File: config.mk
export PLATFORM = sky130hd
export DESIGN_NAME = alsu_pipe_flat
export DESIGN_NICKNAME = d
export VERILOG_FILES = /design/src/rtl/alsu_if.sv /design/src/rtl/alsu_pipe.sv /design/src/flat_wrapper.sv
export SDC_FILE = /design/constraint.sdc
export NUM_CORES = 1
export LEC_CHECK = 0
export ABC_AREA = 1
export CAP_MARGIN = 5
export CORE_ASPECT_RATIO = 0.5
export CORE_MARGIN = 5
export CORE_UTILIZATION = 53
export DETAILED_ROUTE_END_ITERATION = 7
export GPL_TIMING_DRIVEN = 0
export PLACE_DENSITY = 0.91
export SLEW_MARGIN = 20
export SYNTH_ARGS = -nofsm -noshare
export SYNTH_HDL_FRONTEND = slang
export SYNTH_SLANG_ARGS = --single-unit
File: constraint.sdc
create_clock -name clk -period 3.08 [get_ports clk]
set_clock_uncertainty 0.2 [all_clocks]
set_input_delay 0.924 -clock clk [delete_from_list [all_inputs] [get_ports clk]]
set_output_delay 0.924 -clock clk [all_outputs]
set_load 0.01 [all_outputs]
File: src/rtl/alsu_if.sv
// Operand/control bundle into the pipelined ALSU and its result/LED outputs.
interface alsu_if #(
   parameter int WIDTH = 4
);
   logic               in_valid;
   logic [WIDTH-1:0]   A;
   logic [WIDTH-1:0]   B;
   logic [2:0]         opcode;
   logic               cin;
   logic               serial_in;
   logic               direction;
   logic               red_op_A;
   logic               red_op_B;
   logic               bypass_A;
   logic               bypass_B;
   logic [2*WIDTH-1:0] out;
   logic               out_valid;
   logic               err;
   logic [15:0]        leds;

   modport master (
      output in_valid, A, B, opcode, cin, serial_in, direction,
             red_op_A, red_op_B, bypass_A, bypass_B,
      input  out, out_valid, err, leds
   );

   modport slave (
      input  in_valid, A, B, opcode, cin, serial_in, direction,
             red_op_A, red_op_B, bypass_A, bypass_B,
      output out, out_valid, err, leds
   );
endinterface

File: src/rtl/alsu_pipe.sv
// Two-stage pipelined ALSU with invalid-op detection and an error LED blinker.
//
// state   | meaning
// S_IDLE  | no outstanding error, leds dark
// S_BLINK | last result was invalid, leds toggle every BLINK_DIV cycles
module alsu_pipe #(
   parameter int    WIDTH          = 4,
   parameter string FULL_ADDER     = "ON",
   parameter string INPUT_PRIORITY = "A",
   parameter int    BLINK_DIV      = 4
) (
   input logic   clk,
   input logic   rst,
   alsu_if.slave bus
);
   localparam int            OW       = 2 * WIDTH;
   localparam int            CW       = (BLINK_DIV > 1) ? $clog2(BLINK_DIV) : 1;
   localparam logic [CW-1:0] C_TC     = CW'(BLINK_DIV - 1);
   localparam bit            L_FA     = (FULL_ADDER == "ON");
   localparam bit            L_PRIO_A = (INPUT_PRIORITY == "A");

   typedef enum logic {S_IDLE, S_BLINK} state_t;

   logic             r_v1;
   logic [WIDTH-1:0] r_a, r_b;
   logic [2:0]       r_op;
   logic             r_cin, r_sin, r_dir, r_red_a, r_red_b, r_byp_a, r_byp_b;

   logic [OW-1:0]    r_out;
   logic             r_err, r_out_valid;

   state_t           r_state, w_state_nx;
   logic [CW-1:0]    r_cnt, w_cnt_nx;
   logic [15:0]      r_leds, w_leds_nx;

   logic [WIDTH-1:0] w_red_opnd, w_byp_opnd;
   logic [WIDTH:0]   w_sum;
   logic             w_red, w_inv;
   logic [OW-1:0]    w_res;

   // Data registers only move on valid so idle cycles cost no toggling.
   always_ff @(posedge clk) begin
      if (rst) begin
         r_v1 <= 1'b0;
      end else begin
         r_v1 <= bus.in_valid;
         if (bus.in_valid) begin
            r_a     <= bus.A;
            r_b     <= bus.B;
            r_op    <= bus.opcode;
            r_cin   <= bus.cin;
            r_sin   <= bus.serial_in;
            r_dir   <= bus.direction;
            r_red_a <= bus.red_op_A;
            r_red_b <= bus.red_op_B;
            r_byp_a <= bus.bypass_A;
            r_byp_b <= bus.bypass_B;
         end
      end
   end

   assign w_red      = r_red_a | r_red_b;
   assign w_inv      = (r_op[2:1] == 2'b11) || (w_red && (r_op[2:1] != 2'b00));
   assign w_red_opnd = (r_red_a && r_red_b) ? (L_PRIO_A ? r_a : r_b) : (r_red_a ? r_a : r_b);
   assign w_byp_opnd = (r_byp_a && r_byp_b) ? (L_PRIO_A ? r_a : r_b) : (r_byp_a ? r_a : r_b);
   assign w_sum      = {1'b0, r_a} + {1'b0, r_b} + {{WIDTH{1'b0}}, r_cin & L_FA};

   always_comb begin
      w_res = '0;
      if (w_inv) begin
         w_res = '0;
      end else if (r_byp_a || r_byp_b) begin
         w_res = OW'(w_byp_opnd);
      end else begin
         case (r_op)
            3'b000:  w_res = w_red ? OW'(&w_red_opnd) : OW'(r_a & r_b);
            3'b001:  w_res = w_red ? OW'(^w_red_opnd) : OW'(r_a ^ r_b);
            3'b010:  w_res = OW'(w_sum);
            3'b011:  w_res = OW'(r_a) * OW'(r_b);
            3'b100:  w_res = r_dir ? OW'({r_a[WIDTH-2:0], r_sin})
                                   : OW'({r_sin, r_a[WIDTH-1:1]});
            3'b101:  w_res = r_dir ? OW'({r_a[WIDTH-2:0], r_a[WIDTH-1]})
                                   : OW'({r_a[0], r_a[WIDTH-1:1]});
            default: w_res = '0;
         endcase
      end
   end

   always_ff @(posedge clk) begin
      if (rst) begin
         r_out       <= '0;
         r_err       <= 1'b0;
         r_out_valid <= 1'b0;
      end else begin
         r_out_valid <= r_v1;
         if (r_v1) begin
            r_out <= w_res;
            r_err <= w_inv;
         end
      end
   end

   always_ff @(posedge clk) begin
      if (rst) begin
         r_state <= S_IDLE;
         r_cnt   <= '0;
         r_leds  <= '0;
      end else begin
         r_state <= w_state_nx;
         r_cnt   <= w_cnt_nx;
         r_leds  <= w_leds_nx;
      end
   end

   // A fresh result always wins over the divider toggle on the same edge.
   always_comb begin
      w_state_nx = r_state;
      w_cnt_nx   = r_cnt;
      w_leds_nx  = r_leds;
      if (r_v1 && w_inv) begin
         w_state_nx = S_BLINK;
         w_cnt_nx   = '0;
         w_leds_nx  = 16'hFFFF;
      end else if (r_v1) begin
         w_state_nx = S_IDLE;
         w_cnt_nx   = '0;
         w_leds_nx  = '0;
      end else if (r_state == S_BLINK) begin
         if (r_cnt == C_TC) begin
            w_cnt_nx  = '0;
            w_leds_nx = ~r_leds;
         end else begin
            w_cnt_nx  = r_cnt + 1'b1;
         end
      end
   end

   assign bus.out       = r_out;
   assign bus.out_valid = r_out_valid;
   assign bus.err       = r_err;
   assign bus.leds      = r_leds;
endmodule
File: src/flat_wrapper.sv
// flat-port wrapper written by rule: the top's interface ports become plain ports
module alsu_pipe_flat 
#(
   parameter int    WIDTH          = 4,
   parameter string FULL_ADDER     = "  ",
   parameter string INPUT_PRIORITY = " ",
   parameter int    BLINK_DIV      = 4
)
  (clk, rst, bus_in_valid, bus_A, bus_B, bus_opcode, bus_cin, bus_serial_in, bus_direction, bus_red_op_A, bus_red_op_B, bus_bypass_A, bus_bypass_B, bus_out, bus_out_valid, bus_err, bus_leds);
  alsu_if #(.WIDTH(WIDTH)) bus_i ();
  input logic clk;
  input logic rst;
  input wire logic [$bits(bus_i.in_valid)-1:0] bus_in_valid;
  input wire logic [$bits(bus_i.A)-1:0] bus_A;
  input wire logic [$bits(bus_i.B)-1:0] bus_B;
  input wire logic [$bits(bus_i.opcode)-1:0] bus_opcode;
  input wire logic [$bits(bus_i.cin)-1:0] bus_cin;
  input wire logic [$bits(bus_i.serial_in)-1:0] bus_serial_in;
  input wire logic [$bits(bus_i.direction)-1:0] bus_direction;
  input wire logic [$bits(bus_i.red_op_A)-1:0] bus_red_op_A;
  input wire logic [$bits(bus_i.red_op_B)-1:0] bus_red_op_B;
  input wire logic [$bits(bus_i.bypass_A)-1:0] bus_bypass_A;
  input wire logic [$bits(bus_i.bypass_B)-1:0] bus_bypass_B;
  output wire logic [$bits(bus_i.out)-1:0] bus_out;
  output wire logic [$bits(bus_i.out_valid)-1:0] bus_out_valid;
  output wire logic [$bits(bus_i.err)-1:0] bus_err;
  output wire logic [$bits(bus_i.leds)-1:0] bus_leds;
  assign bus_i.in_valid = bus_in_valid;
  assign bus_i.A = bus_A;
  assign bus_i.B = bus_B;
  assign bus_i.opcode = bus_opcode;
  assign bus_i.cin = bus_cin;
  assign bus_i.serial_in = bus_serial_in;
  assign bus_i.direction = bus_direction;
  assign bus_i.red_op_A = bus_red_op_A;
  assign bus_i.red_op_B = bus_red_op_B;
  assign bus_i.bypass_A = bus_bypass_A;
  assign bus_i.bypass_B = bus_bypass_B;
  assign bus_out = bus_i.out;
  assign bus_out_valid = bus_i.out_valid;
  assign bus_err = bus_i.err;
  assign bus_leds = bus_i.leds;
  alsu_pipe #(.WIDTH(WIDTH), .FULL_ADDER(FULL_ADDER), .INPUT_PRIORITY(INPUT_PRIORITY), .BLINK_DIV(BLINK_DIV)) u_core (.clk(clk), .rst(rst), .bus(bus_i));
endmodule
# --- Yosys cells after proc, flatten, opt, wreduce, memory -nomap -nowiden ---
# Index checks and enable logic that the tools add are counted.
totals:
  regBits: 47
  output_inout_bits: 26
  in_bits: 21
  word_cells: 65
op_classes:
  eq_ne: 7
  bitwise_logic: 5
  n_addsub: 2
  mul: 1
  n_reduce_logical: 16
  muxes: 18
op_table:
  columns: ["cell", "count"]
  rows:
  - ["16-bit 2-to-1 mux", 4]
  - ["8-bit case mux with 6 select lines", 1]
  - ["8-bit 2-to-1 mux", 4]
  - ["4-bit 2-to-1 mux", 6]
  - ["16-bit inverter", 1]
  - ["4-bit by 4-bit multiplier with 8-bit output", 1]
  - ["3-bit by 2-bit == test with 1-bit output, second input constant", 2]
  - ["3-bit == test, second input constant", 2]
  - ["3-bit nonzero test", 2]
  - ["4-bit by 4-bit adder with 5-bit output", 1]
  - ["4-bit AND", 1]
  - ["2-bit == test, second input constant", 2]
  - ["1-bit logical AND", 4]
  - ["2-bit AND reduction", 2]
  - ["4-bit AND reduction", 1]
  - ["2-bit nonzero test", 2]
  - ["4-bit parity", 1]
  - ["4-bit bitwise XOR", 1]
  - ["3-bit by 1-bit == test with 1-bit output, second input constant", 1]
  - ["3-bit logical NOT", 1]
  - ["3-bit OR reduction", 1]
  - ["2-bit by 1-bit adder with 2-bit output, second input constant", 1]
  - ["1-bit logical OR", 2]
  - ["1-bit 2-to-1 mux", 2]
  - ["other kinds (3)", 3]

# --- Longest topological paths before layout ---
# Gate-level depths: netlist of the first run.
depth:
  ltp_word: 7
  depth_mapped: 12
  ltp_nobuf: 12

# --- Worst setup path after synthesis of the first run ---
# No wires, ideal clock.
synth_timing:
  kind: "reg-to-reg"
  from: "register u_core.r_a[0]"
  to: "register u_core.r_out[6] (netlist: u_core.bus.out[6])"
  setup_slack_ns: 0.247
  t_required_ns: 2.759
  arrival_ns: 2.511
  setup_time_ns: 0.121
  stages_incl_launch_ff: 12
  path_cell_list: "edfxtp_1 > nand2_1 > fa_1 > inv_1 > fa_1 > fa_1 > nand2_1 > inv_1 > o21ai_0 > nand2_1 > xnor2_1 > o21ai_0"
synth_via:
  elab_chain_cells: 4
synth_lines:
  columns: ["element", "line", "rtl"]
  rows:
  - ["start, declared", "alsu_pipe.sv:25", "logic [WIDTH-1:0] r_a, r_b;"]
  - ["start signal, assigned", "alsu_pipe.sv:48", "r_a <= bus.A;"]
  - ["4-bit by 4-bit multiplier with 8-bit output", "alsu_pipe.sv:79", "3'b011: w_res = OW'(r_a) * OW'(r_b);"]
  - ["8-bit case mux with 6 select lines", "alsu_pipe.sv:75", "case (r_op)"]
  - ["8-bit 2-to-1 mux", "alsu_pipe.sv:72", "end else if (r_byp_a || r_byp_b) begin"]
  - ["8-bit 2-to-1 mux", "alsu_pipe.sv:70", "if (w_inv) begin"]
  - ["end signal, assigned", "alsu_pipe.sv:97", "r_out <= w_res;"]
  - ["end, declared", "alsu_pipe.sv:29", "logic [OW-1:0] r_out;"]
# No other way between the ends.
# A chain may end at the register's enable or synchronous reset.

# --- Final worst setup path of the first run ---
layout_timing:
  from: "register u_core.r_a[1]"
  to: "register u_core.r_out[6] (netlist: u_core.bus.out[6])"
# Same word-level chain as after synthesis.

==> results by group, run 1 <==
Run status
  – Status: completed

STA
  – Final hold viol count: 0
  – Tightest Pin Transition: 0.856 ns
  – Fmax: 336 MHz
  – Slew margin rel.: 42.8%
  – Final worst-path cycle share: 96.8%
  – Tmin final: 2.98 ns
  – Slew Limit Fails: 0
  – # setup viols final: 0
  – RSZ-0062 raised after global routing: no

GRT
  – Vias in the first global route: 2,548
  – Total grt overflow: 0
  – Largest net degree at the start of global routing: 18
  – Initial antenna violation count: 0
  – First-pass GRT wire length: 10,800 um
  – Global Route Usage Sum: 20.1%

Clocking
  – Clock Latency Late Sink: 0.31 ns
  – TritonCTS clock tree: built
  – Max clock buf depth: 2
  – Clk slew on worst S/H paths: 0.09 ns
  – Num CTS Buffers: 5
  – Clk sinks: 47
  – Root Buffer: clkbuf_8
  – H-tree levels: 2

Finish
  – Sequential cell area: 1110 um^2
  – Fin util: 69.2%
  – # nets final: 441
  – Diode count: 0
  – P&R area growth vs syn: 26.1%
  – Final Non-Filler Cells: 467
  – Share of cells above drive strength 1: 9.32%
  – Most common cell after layout, fill and taps aside: nand2_1
  – Multi-input logic area: 1400 um^2
  – # fillers: 369
  – Most frequent cells in the layout: nand2_1 (75), clkdlybuf4s50_1 (45), inv_1 (41)

Synth
  – Synth cell types: 30
  – Syn nets: 381
  – Ys Warns: 0
  – Share of the synthesized area in the top cell type: 22.2%
  – Mean post-synth cell area: 8.05 um^2
  – Sequential fraction of the synthesis area: 41.1%
  – Cell Area, Synth: 2710 um^2
  – Yosys reg bits: 47
  – Synth top area cells: dfxtp_1 (22%), edfxtp_1 (19%), nand2_1 (10%), ha_1 (8.8%), o21ai_0 (5.7%)
  – Post-Synthesis Cells: 336
  – Yosys top cell by area: dfxtp_1

Setup path
  – R2R Path End: u_core.bus.out[6]$_SDFFE_PP0P_
  – Cell Chain, Critical Path: buf_4, ha_1, ha_1, ha_1, ha_1, fa_1, nand2_1, inv_1, o21ai_1, nand2_1, xnor2_1, o21ai_1
  – Crit-path max FO: 3
  – Worst setup EP type: register
  – Crit. Startpoint: u_core.r_a[1]$_DFFE_PP_
  – CP most frequent cell: ha_1
  – Worst Reg-to-Reg Cells: 12
  – Worst path max stage delay: 0.41 ns
  – Crit Path Class: reg2reg
  – Slowest CP cell: edfxtp_1
  – Req. time, crit path: 3.08 ns
  – Reg-to-reg startpoint: u_core.r_a[1]$_DFFE_PP_
  – Reg-to-reg slack, setup: 0.1 ns
  – Worst path arrival time: 2.98 ns
  – Critical path launch point type: register

Min path
  – Origin of the worst min-delay path: u_core.bus.out[1]$_SDFFE_PP0P_
  – WHS Path Cells: 2
  – WHS Endpoint: u_core.bus.out[1]$_SDFFE_PP0P_
  – Worst Hold Class: reg2reg

Power
  – Power, Total: 0.00145 W
  – Peak supply drop: 335 uV
  – Lkg Pwr: 1.57 nW
  – PwrDens: 424 nW/um^2

Routing
  – Post-route ant nets: 0
  – Vias: 2,548
  – First drt pass iteration count: 5
  – DR iter-0 viols: 135
  – Post-route DRC: 0
  – Routed length per instance: 14.4 um
  – Total wire length after detailed routing: 6720 um
  – Via-to-Cell Ratio: 5.46

Floorplanning
  – Die area: 6720 um^2
  – Die height: 60.5 um
  – Initial Util: 54.9%
  – Site Rows: 18
  – # IOs: 47
  – Core Box Area: 4930 um^2
  – Chip width: 111 um

Placed design
  – GP Congestion: 0.892
  – Cell Count Post-Placement: 451
  – Detail Placement HPWL: 5000 um
  – Port Buffers: 45

Run
  – Max cap viols: 0
[worst max-delay path by stage]
stage	end	slack [ns]	depth (start not counted)
3_3_place_gp	u_core.r_red_b$_DFFE_PP_	-0.03	2
4_1_cts	u_core.bus.out[6]$_SDFFE_PP0P_	0.03	11
6_report	u_core.bus.out[6]$_SDFFE_PP0P_	0.1	12
5_1_grt	u_core.bus.out[6]$_SDFFE_PP0P_	0.004	12
2_1_floorplan	u_core.bus.out[6]$_SDFFE_PP0P_	0.25	11
3_5_place_dp	u_core.bus.out[6]$_SDFFE_PP0P_	-0.09	11
[cell families after synthesis]
group           synth area share, %
fa+ha+maj                      12.5
simple gates                   21.4
flops                          41.1
xor+xnor                      0.647
buf+inv                        7.81
compound gates                 16.6
[report_power, final]
group / leakage (nW) / switching (W) / internal, W / total (W)
combinational: 1.11 / 0.000187 / 0.000162 / 0.000349
sequential: 0.406 / 0.0000325 / 0.000681 / 0.000714
clock: 0.0485 / 0.000222 / 0.000163 / 0.000385
total: 1.57 / 0.000442 / 0.00101 / 0.00145
[registers in the layout (all words and copies together) (netlist names)]
| name | cells |
|---|---|
| u_core.bus.err | 1 |
| u_core.bus.leds | 16 |
| u_core.bus.out | 8 |
| u_core.bus.out_valid | 1 |
| u_core.r_a | 4 |
| u_core.r_b | 4 |
| u_core.r_byp_a | 1 |
| u_core.r_byp_b | 1 |
| u_core.r_cnt | 2 |
| u_core.r_dir | 1 |
| u_core.r_op | 3 |
| u_core.r_red_a | 1 |
| u_core.r_red_b | 1 |
| u_core.r_sin | 1 |
| u_core.r_state | 1 |
| u_core.r_v1 | 1 |
[metal layers]
metal  part of all wire, %  wire [um]  vias to the layer above  global-route usage (%)
li1                      -          -                     1240                       -
met1                    40       2660                     1155                    21.4
met2                    50       3390                      123                    38.4
met3                   6.8        459                       30                    5.68
met4                   3.1        210                        0                    10.4
met5                     0          0                        -                       0
[cell type report]
type	instances	area share [%]
clock inverters	3	0.660
multi-input cells	238	41.1
plain buffers	7	1.36
well taps	70	2.57
inverters	44	4.84
flip-flops and latches	47	32.6
clock buffers	5	2.02
repair buffers	53	15.0
[synthesized netlist by cell type]
cell type,count
a21oi_1,29
nor2_1,18
nand2_4,1
edfxtp_1,17
fa_1,5
nand4_1,3
nand2_2,2
o21ai_0,31
buf_2,2
nand2_1,75
buf_6,1
dfxtp_1,30
nor3_1,2
xnor2_1,2
nor2_2,2
or2_2,2
nor2_4,1
nor3_2,1
o31ai_1,1
inv_2,3
nand3_1,24
o21a_1,16
a22oi_1,1
clkbuf_1,3
inv_1,41
clkbuf_8,1
a31oi_1,1
ha_1,19
nand3_2,1
o21ai_2,1
[stage by stage]
step,setup TNS (ns),hold slack [ns],instance area (um^2),setup slack (ns)
after floorplan,0,0.241,2710,0.247
after global placement,-0.427,0.242,3240,-0.0257
after detailed placement,-0.0944,0.244,3250,-0.0944
after global routing,0,0.277,3410,0.00402
final,0,0.259,3410,0.0995
after CTS,0,0.260,3400,0.0254
[worst max-delay path, delay by kind of cell (launching register included)]
kind,cells,cell delay (ns)
DFF,1,0.41
xor gates and xnor gates,1,0.20
buffers and inverters,2,0.23
adders and majority gates,5,1.43
and+or+nand+nor,2,0.17
AOI/OAI and AO/OA,2,0.22
[what timing repair did]
item / in CTS / in global routing
hold buffers: 0 / 0
pin swaps: 0 / 2
cloned: 0 / 0
buffers inserted: 8 / 0
resized for setup: 1 / 3
setup endpoints to repair: 1 / 2
Power figures use the tool's default switching activity.
==> run 2: changes to the inputs <==
==> constraint.sdc (replaced) <==
create_clock -name clk -period 3.08 [get_ports clk]
set_clock_uncertainty 0.2 [all_clocks]
set_input_delay 0.616 -clock clk [delete_from_list [all_inputs] [get_ports clk]]
set_output_delay 0.616 -clock clk [all_outputs]
set_load 0.01 [all_outputs]
==> results of run 2 <==
No change in the layout: final DEF, timing and power equal those of run 1.
==> run 3: changes to the inputs <==
--- a/config.mk
+++ b/config.mk
@@ -11,7 +11,6 @@
 export CORE_MARGIN = 5
 export CORE_UTILIZATION = 53
 export DETAILED_ROUTE_END_ITERATION = 7
-export GPL_TIMING_DRIVEN = 0
 export PLACE_DENSITY = 0.91
 export SLEW_MARGIN = 20
 export SYNTH_ARGS = -nofsm -noshare
==> results by group, run 3 (synthesized netlist as in run 1, its figures left out) <==
Run status
  – Status: completed

Run
  – Max cap viols: 0

Clocking
  – H-tree levels: 2
  – Total setup buffers inserted after CTS: 0
  – Max clock buf depth: 2
  – Clk slew on worst S/H paths: 0.09 ns
  – Clk sinks: 47
  – Num CTS Buffers: 5
  – TritonCTS clock tree: built
  – Root Buffer: clkbuf_8
  – Clock Latency Late Sink: 0.31 ns

Placed design
  – Port Buffers: 45
  – GP Congestion: 0.894
  – DP Area: 3250 um^2
  – Detail Placement HPWL: 4970 um

Floorplanning
  – # IOs: 47
  – Die area: 6720 um^2
  – Core Box Area: 4930 um^2
  – Initial Util: 54.9%
  – Die height: 60.5 um
  – Chip width: 111 um
  – Site Rows: 18

Finish
  – Largest register FFs: 16
  – # nets final: 433
  – Most frequent cells in the layout: nand2_1 (75), clkdlybuf4s50_1 (45), inv_1 (41)
  – Most common cell after layout, fill and taps aside: nand2_1
  – Post-route cell area: 3360 um^2
  – Share of cells above drive strength 1: 7.97%
  – P&R area growth vs syn: 24.3%
  – Diode count: 0

Power
  – Clock share of power: 29.2%
  – P_int: 0.00104 W
  – Switch share: 29.2%
  – Peak supply drop: 345 uV
  – Sequential share of power: 48.3%
  – Logic pwr share: 22.5%
  – Switching power: 0.000430 W
  – Lkg Pwr: 1.54 nW
  – PwrDens: 438 nW/um^2
  – Power, Total: 0.00147 W

Setup path
  – Worst setup EP type: register
  – Slowest CP cell: edfxtp_1
  – Critical path launch point type: register
  – CP most frequent cell: nand2_1
  – Crit-path max FO: 5
  – Crit Path Class: reg2reg
  – Worst path max stage delay: 0.49 ns
  – Cell Chain, Critical Path: nand2_1, fa_1, inv_1, fa_2, fa_1, nand2_1, inv_1, o21ai_0, nand2_1, xnor2_1, o21ai_1
  – Req. time, crit path: 3.09 ns
  – Worst path arrival time: 2.94 ns

GRT
  – First-pass GRT wire length: 10,900 um
  – Largest net degree at the start of global routing: 33
  – Vias in the first global route: 2,524
  – Total grt overflow: 0
  – Global Route Usage Sum: 20.1%
  – Initial antenna violation count: 0

STA
  – Fmax: 341 MHz
  – RSZ-0062 raised after global routing: no
  – Setup tns final: 0 ns
  – Slew Limit Fails: 0
  – Final worst-path cycle share: 95.2%
  – Slew margin rel.: 46.5%
  – # setup viols final: 0
  – Final hold viol count: 0
  – Tightest Pin Transition: 0.800 ns
  – Tmin final: 2.93 ns

Routing
  – Post-route DRC: 0
  – DR iter-0 viols: 123
  – Via-to-Cell Ratio: 5.32
  – Vias: 2,444
  – First drt pass iteration count: 4
  – Post-route ant nets: 0
  – Routed length per instance: 14.2 um
  – Total wire length after detailed routing: 6510 um

Min path
  – Worst Hold Class: reg2reg
run 3: metal layers:
metal / vias up / global-route usage (%) / part of all wire [%]
met4: 0 / 9.19 / 3.0
li1: 1226 / - / -
met3: 23 / 5.58 / 5.5
met1: 1114 / 23.1 / 42
met2: 81 / 36.6 / 49
met5: - / 0 / 0
run 3: path summary, 6_finish.rpt:
check	start	end	slack [ns]	depth (start not counted)
max	u_core.r_a[2]$_DFFE_PP_	u_core.bus.out[6]$_SDFFE_PP0P_	0.15	11
min	u_core.bus.out[3]$_SDFFE_PP0P_	u_core.bus.out[3]$_SDFFE_PP0P_	0.27	2
max reg2reg	u_core.r_a[2]$_DFFE_PP_	u_core.bus.out[6]$_SDFFE_PP0P_	0.15	11
min reg2reg	u_core.bus.out[3]$_SDFFE_PP0P_	u_core.bus.out[3]$_SDFFE_PP0P_	0.27	2
run 3: cell type report:
| type | count | area [um^2] |
|---|---|---|
| Fill cell | 370 | 1570 |
| Multi-Input combinational cell | 238 | 1390 |
| Sequential cell | 47 | 1110 |
| Timing Repair Buffer | 52 | 503 |
| Inverter | 44 | 165 |
| Clock buffer | 6 | 93.8 |
| Tap cell | 70 | 87.6 |
| Clock inverter | 2 | 15.0 |
run 3: metrics by stage:
| step | hold slack [ns] | worst slack (ns) | instances | util (%) |
|---|---|---|---|---|
| final | 0.266 | 0.148 | 459 | 68.2 |
| after global routing | 0.296 | 0.00639 | 459 | 68.2 |
| after CTS | 0.266 | 0.0534 | 459 | 68.1 |
| after detailed placement | 0.253 | 0.0718 | 451 | 65.9 |
| after global placement | 0.240 | 0.196 | 451 | 65.9 |
| after floorplan | 0.241 | 0.247 | 336 | - |
run 3: worst max-delay path, delay by kind of cell (launching register included):
family	cells	cell delay (ns)
fa+ha+maj	3	1.36
flops	1	0.49
simple gates	3	0.31
compound gates	2	0.21
xor+xnor	1	0.15
buf+inv	2	0.14
run 3: power by group through the flow:
| stage | clock, W | sequential (W) | combinational (W) |
|---|---|---|---|
| floorplan | 0 | 0.000732 | 0.000195 |
| global placement | 0 | 0.000722 | 0.000309 |
| detailed placement | 0 | 0.000725 | 0.000326 |
| CTS | 0.000433 | 0.000711 | 0.000329 |
| global route | 0.000459 | 0.000717 | 0.000375 |
| finish | 0.000430 | 0.000712 | 0.000331 |
run 3: what timing repair did:
| item | 4_1_cts | 5_1_grt |
|---|---|---|
| resized for setup | 0 | 3 |
| hold buffers | 0 | 0 |
| endpoints found under the setup margin | 0 | 2 |
